`config.mk`:
```
export PLATFORM = sky130hd
export DESIGN_NAME = fifo_ptr_ctrl_drop
export DESIGN_NICKNAME = d
export VERILOG_FILES = /design/src/rtl/fifo_ptr_pkg.sv /design/src/rtl/fifo_ptr_adv.sv /design/src/rtl/fifo_ptr_ctrl_drop.sv
export SDC_FILE = /design/constraint.sdc
export NUM_CORES = 1
export LEC_CHECK = 0
export ABC_CLOCK_PERIOD_IN_PS = 3930
export CORE_UTILIZATION = 44
export DETAILED_ROUTE_END_ITERATION = 7
export PLACE_DENSITY = 0.77
export RECOVER_POWER = 25
export SLEW_MARGIN = 0
export SYNTH_ARGS = -nofsm -noshare
export SYNTH_HDL_FRONTEND = slang
export SYNTH_SLANG_ARGS = --single-unit
```
`constraint.sdc`:
```
create_clock -name clk -period 3.93 [get_ports clk]
set_input_delay 0.393 -clock clk [delete_from_list [all_inputs] [get_ports clk]]
set_output_delay 0.393 -clock clk [all_outputs]
set_load 0.1 [all_outputs]
```
`src/rtl/fifo_ptr_pkg.sv`:
```
// Shared types and helpers for the FIFO pointer controller.
//   state_e   : drop acknowledge FSM states
//   ptr_diff  : occupancy implied by a write/read pointer pair (lap-bit encoded)
package fifo_ptr_pkg;

  typedef enum logic {
    ST_RUN,
    ST_DROP_ACK
  } state_e;

  // Widest pointer needed for the largest supported depth (65536 entries).
  localparam int unsigned MaxPtrW = 17;

  // Pointers are zero-extended to MaxPtrW. The lap bit sits just above the
  // address field, whose width is derived from depth the same way the RTL does.
  function automatic int unsigned ptr_diff(input logic [MaxPtrW-1:0] wr,
                                           input logic [MaxPtrW-1:0] rd,
                                           input int unsigned        depth);
    int unsigned addr_w;
    int unsigned lo_mod;
    int unsigned wv;
    int unsigned rv;
    int unsigned wlo;
    int unsigned rlo;
    addr_w = ($clog2(depth) > 1) ? $clog2(depth) : 1;
    lo_mod = 32'd1 << addr_w;
    wv     = 32'(wr);
    rv     = 32'(rd);
    wlo    = wv % lo_mod;
    rlo    = rv % lo_mod;
    if (((wv >> addr_w) & 32'd1) == ((rv >> addr_w) & 32'd1)) begin
      return wlo - rlo;
    end
    return depth + wlo - rlo;
  endfunction

endpackage

```
`src/rtl/fifo_ptr_adv.sv`:
```
// Combinational lap-bit pointer advance.
//   ptr      : current pointer, MSB is the lap bit, low bits in 0..DEPTH-1
//   n        : advance amount, 0..DEPTH
//   ptr_next : advanced pointer; the lap bit toggles when the low field wraps
module fifo_ptr_adv #(
  parameter int unsigned DEPTH = 10,
  parameter int unsigned PTR_W = 5
) (
  input  logic [PTR_W-1:0]               ptr,
  input  logic [$clog2(DEPTH+1)-1:0]     n,
  output logic [PTR_W-1:0]               ptr_next
);

  localparam int unsigned ADDR_W = PTR_W - 1;
  localparam logic [ADDR_W:0] DepthS = (ADDR_W+1)'(DEPTH);

  // One extra bit holds lo + n without overflow since lo < DEPTH and n <= DEPTH.
  logic [ADDR_W:0] sum;

  always_comb begin
    sum = {1'b0, ptr[ADDR_W-1:0]} + (ADDR_W+1)'(n);
    if (sum >= DepthS) begin
      ptr_next = {~ptr[PTR_W-1], ADDR_W'(sum - DepthS)};
    end else begin
      ptr_next = {ptr[PTR_W-1], sum[ADDR_W-1:0]};
    end
  end

endmodule

```
`src/rtl/fifo_ptr_ctrl_drop.sv`:
```
// Synchronous FIFO pointer controller with drop-by-count, drop-all and flush.
// Addresses an external dual-port RAM; holds no data storage itself.
//   wr_valid/wr_ready   : producer handshake
//   rd_valid/rd_ready   : consumer handshake
//   drop_valid/drop_all/drop_count : discard oldest entries (always accepted)
//   flush               : reset both pointers to 0
//   wr_addr/rd_addr     : RAM addresses (pointer low bits)
//   wr_ptr/rd_ptr       : registered lap-bit pointers
//   count/full/empty/almost_full : registered occupancy and flags
//   drop_done/dropped_cnt : one-cycle acknowledge after a drop
module fifo_ptr_ctrl_drop
  import fifo_ptr_pkg::*;
#(
  parameter int unsigned DEPTH     = 10,
  parameter int unsigned AF_THRESH = DEPTH - 2,
  localparam int unsigned ADDR_W   = ($clog2(DEPTH) > 1) ? $clog2(DEPTH) : 1,
  localparam int unsigned PTR_W    = ADDR_W + 1,
  localparam int unsigned CNT_W    = $clog2(DEPTH + 1)
) (
  input  logic              clk,
  input  logic              rst_n,
  input  logic              wr_valid,
  output logic              wr_ready,
  input  logic              rd_ready,
  output logic              rd_valid,
  input  logic              drop_valid,
  input  logic              drop_all,
  input  logic [CNT_W-1:0]  drop_count,
  input  logic              flush,
  output logic [ADDR_W-1:0] wr_addr,
  output logic [ADDR_W-1:0] rd_addr,
  output logic [PTR_W-1:0]  wr_ptr,
  output logic [PTR_W-1:0]  rd_ptr,
  output logic [CNT_W-1:0]  count,
  output logic              full,
  output logic              empty,
  output logic              almost_full,
  output logic              drop_done,
  output logic [CNT_W-1:0]  dropped_cnt
);

  localparam logic [CNT_W:0] DepthC = (CNT_W+1)'(DEPTH);
  localparam logic [CNT_W:0] AfThrC = (CNT_W+1)'(AF_THRESH);

  logic [PTR_W-1:0] wr_ptr_q, wr_ptr_d, wr_ptr_adv;
  logic [PTR_W-1:0] rd_ptr_q, rd_ptr_d, rd_ptr_adv;
  logic [CNT_W-1:0] count_q, count_d;
  logic [CNT_W-1:0] dropped_cnt_q, dropped_cnt_d;
  logic [CNT_W-1:0] drop_n, wr_step, rd_step;
  logic [CNT_W:0]   count_next;
  logic             full_q, full_d;
  logic             empty_q, empty_d;
  logic             af_q, af_d;
  logic             drop_done_q, drop_done_d;
  logic             wr_fire, rd_fire, drop_fire;
  state_e           state_q, state_d;

  assign wr_ready  = !full_q && !flush;
  // A drop in flight hides the head entry so a read cannot race the discard.
  assign rd_valid  = !empty_q && !flush && !drop_valid;
  assign wr_fire   = wr_valid && wr_ready;
  assign rd_fire   = rd_ready && rd_valid;
  assign drop_fire = drop_valid && !flush;

  // Entries actually discarded this cycle, clamped to current occupancy.
  always_comb begin
    drop_n = '0;
    if (drop_fire) begin
      if (drop_all) begin
        drop_n = count_q;
      end else if (drop_count < count_q) begin
        drop_n = drop_count;
      end else begin
        drop_n = count_q;
      end
    end
  end

  assign wr_step = CNT_W'(wr_fire);
  assign rd_step = drop_fire ? drop_n : CNT_W'(rd_fire);

  fifo_ptr_adv #(
    .DEPTH (DEPTH),
    .PTR_W (PTR_W)
  ) u_wr_adv (
    .ptr      (wr_ptr_q),
    .n        (wr_step),
    .ptr_next (wr_ptr_adv)
  );

  fifo_ptr_adv #(
    .DEPTH (DEPTH),
    .PTR_W (PTR_W)
  ) u_rd_adv (
    .ptr      (rd_ptr_q),
    .n        (rd_step),
    .ptr_next (rd_ptr_adv)
  );

  always_comb begin
    wr_ptr_d   = wr_ptr_adv;
    rd_ptr_d   = rd_ptr_adv;
    count_next = {1'b0, count_q} + (CNT_W+1)'(wr_fire) - (CNT_W+1)'(rd_fire) - {1'b0, drop_n};
    if (flush) begin
      wr_ptr_d   = '0;
      rd_ptr_d   = '0;
      count_next = '0;
    end else if (drop_fire && drop_all) begin
      rd_ptr_d = wr_ptr_q;
    end
    count_d = count_next[CNT_W-1:0];
    full_d  = (count_next == DepthC);
    empty_d = (count_next == '0);
    af_d    = (count_next >= AfThrC);
  end

  always_comb begin
    state_d       = state_q;
    dropped_cnt_d = dropped_cnt_q;
    unique case (state_q)
      ST_RUN:      if (drop_fire) state_d = ST_DROP_ACK;
      ST_DROP_ACK: if (!drop_fire) state_d = ST_RUN;
      default:     state_d = ST_RUN;
    endcase
    if (drop_fire) begin
      dropped_cnt_d = drop_n;
    end
    if (flush) begin
      state_d       = ST_RUN;
      dropped_cnt_d = '0;
    end
    drop_done_d = (state_d == ST_DROP_ACK);
  end

  always_ff @(posedge clk) begin
    if (!rst_n) begin
      wr_ptr_q <= '0;
      rd_ptr_q <= '0;
      count_q  <= '0;
      full_q   <= 1'b0;
      empty_q  <= 1'b1;
      af_q     <= 1'b0;
    end else begin
      wr_ptr_q <= wr_ptr_d;
      rd_ptr_q <= rd_ptr_d;
      count_q  <= count_d;
      full_q   <= full_d;
      empty_q  <= empty_d;
      af_q     <= af_d;
    end
  end

  always_ff @(posedge clk) begin
    if (!rst_n) begin
      state_q       <= ST_RUN;
      drop_done_q   <= 1'b0;
      dropped_cnt_q <= '0;
    end else begin
      state_q       <= state_d;
      drop_done_q   <= drop_done_d;
      dropped_cnt_q <= dropped_cnt_d;
    end
  end

  assign wr_addr     = wr_ptr_q[ADDR_W-1:0];
  assign rd_addr     = rd_ptr_q[ADDR_W-1:0];
  assign wr_ptr      = wr_ptr_q;
  assign rd_ptr      = rd_ptr_q;
  assign count       = count_q;
  assign full        = full_q;
  assign empty       = empty_q;
  assign almost_full = af_q;
  assign drop_done   = drop_done_q;
  assign dropped_cnt = dropped_cnt_q;

  a_count_matches_ptrs: assert property (@(posedge clk) disable iff (!rst_n)
    32'(count_q) == ptr_diff(MaxPtrW'(wr_ptr_q), MaxPtrW'(rd_ptr_q), DEPTH));
  a_ptr_lo_in_range: assert property (@(posedge clk) disable iff (!rst_n)
    (32'(wr_ptr_q[ADDR_W-1:0]) < DEPTH) && (32'(rd_ptr_q[ADDR_W-1:0]) < DEPTH));

endmodule

```
==> metrics <==
Max VDD drop 0.000247 V; Yosys reg bits 22; minimum clock period 3.81 ns; Worst R2R Path Depth 17; first-pass GRT wire length 5780 um; Hold Path Class register to register; RSZ-0062 raised after global routing false; Mean Syn Cell Area 8.81 um2; Post-synth EDFFs 0; main combinational cell family by area after synthesis adder cells; fmax about 260 MHz; Final Max Tran Viols 0; Worst Hold Endpoint dropped_cnt[1]; drt drc 0; hold_buf cts 0; Worst Path Max Fanout 3; setup ws final 0.120 ns; Slowest cell on crit path or4_4; clk_skew 0.0128 ns; Max-slew headroom 0.233; synth warn 0; routed wire length about 3600 um; Synth Area in Compound Gates 0.179; Internal 0.386 mW; Vias per Instance 5.01; htree depth 1; row count 21; clock-pin transition on the worst setup and hold timing paths 0.11 ns; post-synthesis mux area share 0.0268; Leak Pwr around 1 nW; synthesized cell area about 1600 um2; Die W 62.0 um; final worst-path cycle share 0.969; clock latency at the later pin of the worst-skew pair ~0.32 ns; Ports 43; IO Port Bufs between 40 and 50; share of post-route cells with drive strength above 1 0.239; Syn Nets roughly 210; area of placed instances 2190 um2; crit path capture type register; Seq/Total Area, Yosys 0.278; Vert. Die Dim 62.0 um; switching pwr 0.273 mW; router iterations before antenna repair 4; CTS tree done; CP most frequent cell ha_2; dpl hpwl 2880 um; Yosys top cell by area dfxtp_1; crit path launch type primary input; Multi-input gate area 1120 um2; Worst Max-Slew Pin Slew 1.16 ns; Synth-to-Final Area Change 43.3%; Seq pwr share 0.368; Layout Cells excl Fill 280; Crit Path Category primary input to register; Synth Area in Adders 0.200; Num CTS Buffers 3; TritonCTS sink count 22; Worst R2R End rd_ptr[4]; clock share of power 0.164; Cell Count Post-Placement 274; clock tree buffer depth 2; Setup Viol. Count Final 0; share of the synthesized area in the top cell type 0.278; ant diodes 0; Power, Total 0.660 mW; most common cell after layout, fill and taps aside clkdlybuf4s50_1; final core occ 0.671; FFs w/ async S/R, synth 0; ANT nets after route 0; DRT iter0 DRCs 70; die area 3850 um2; outcome completed; final RePlAce weighted congestion 0.810; Switching Share 0.415; Tot GR Track Use 0.208; commonest cells after routing, fill and taps aside 33 x clkdlybuf4s50_1, 18 x dfxtp_1, 18 x buf_4, 16 x nor2_1, 15 x inv_1; CP required 4.19 ns; simple-gate share of the synthesized area 0.174; maxcap violations 0; R2R Path Start count[2]; hold slack 0.472 ns; total grt overflow 0; CP arrival about 4 ns; post-route cell area 2270 um2; Most used DFF post-synth dfxtp_1; Place WS -0.253 ns; total number of vias 1403; min-delay src dropped_cnt[1]; Root Driver clkbuf_4; dominant cells by area after synthesis dfxtp_1 28%, ha_1 15%, fa_1 5.0%; CP max stage delay around 0.53 ns; cell breakdown of the critical path clkdlybuf4s50_1, ha_2, or4_4, a21oi_2, a2bb2oi_2, nor2_2, or2_4, ha_4, inv_2, fa_2, ha_2, a21boi_4, nor3_2, a2111oi_4, buf_4, or4_1, nand3_1; Cell variety after synth 44; fill count approximately 270; vias in the first global route 1316; initial core utilization 0.468; WHS Path Cells 2; Comb pwr share 0.468; largest net degree at the start of global routing 17; per-cell routed wire length 13.0 um; Reg2Reg Setup Slack 0.25 ns; Power Dens Cells 290 nW/um2; setup TNS 0 ns; NumNets Final between 200 and 300; Gate Count Post-Synth 180; Synth Area in XOR/XNOR 0.0544; endpoints failing hold 0; FF/Latch Area approximately 450 um2; initial antenna violation count 0; core area 3390 um2
synthesized netlist by cell type (2+ instances only):
cell type,n
dfxtp_1,22
mux2i_1,2
nor2b_1,3
a31oi_1,2
clkbuf_1,2
nor2_1,19
o21ai_0,4
xor2_1,3
a21oi_1,13
fa_1,4
a21o_1,2
nand2b_1,5
o31ai_1,2
nand2_1,10
nand3_1,3
inv_1,18
mux2_2,2
a211oi_2,2
and2_1,7
xnor2_1,5
ha_1,19
or4_1,2
buf_4,8
metal layers:
layer  global-route usage  up-vias  part of all wire  routed length (um)
met5                    0        -                 0                   0
met4               0.0603        0            0.0052                  19
met3               0.0311        2             0.031                 111
met2                0.334       27              0.46                1690
met1                0.289      653              0.50                1820
li1                     -      721                 -                   -
final cells by class:
cell class	instances	share of cell area
Inverter	18	0.0297
Multi-Input combinational cell	129	0.491
Timing Repair Buffer	61	0.243
Sequential cell	22	0.199
Clock buffer	3	0.00991
Tap cell	46	0.0253
Clock inverter	1	0.00165
power groups by stage:
| stage | logic (mW) | clock network, mW | registers, mW |
|---|---|---|---|
| floorplan | 0.128 | 0 | 0.324 |
| global placement | 0.292 | 0 | 0.248 |
| detailed placement | 0.295 | 0 | 0.249 |
| CTS | 0.297 | 0.114 | 0.243 |
| global route | 0.332 | 0.123 | 0.245 |
| finish | 0.309 | 0.108 | 0.243 |
cell families after synthesis:
logic type	after synthesis
and+or+nand+nor	55
AOI/OAI and AO/OA	38
xor gates and xnor gates	9
buffers and inverters	29
muxes	4
adders and majority gates	23
DFF	22
repair_timing:
item                       CTS  global route
setup buffers                0             2
gates resized for setup      0            11
setup endpoints to repair    0             6
sequential cells by signal, indices dropped and copies added (netlist names):
name and count:
rd_ptr 5, wr_ptr 5, count 4, dropped_cnt 4, almost_full 1, empty 1, full 1, state_q 1
critical path, delay by kind of cell:
kind,cells,cell delay (ns)
buffers and inverters,3,0.63
AND/OR/NAND/NOR,6,1.51
adder cells (fa/ha/maj),4,0.99
AO/OA/AOI/OAI,4,0.53
worst max-delay path by stage:
stage	from	to	slack [ns]	cells after the start
2_1_floorplan	count[2]	rd_ptr[2]	-0.06	17
3_3_place_gp	drop_count[3]	rd_ptr[4]	-0.18	17
3_5_place_dp	drop_count[3]	rd_ptr[4]	-0.25	17
4_1_cts	drop_count[3]	rd_ptr[4]	0.08	17
5_1_grt	drop_count[2]	rd_ptr[1]	0.006	18
6_report	drop_count[2]	rd_ptr[4]	0.12	17
Power figures use the tool's default switching activity.
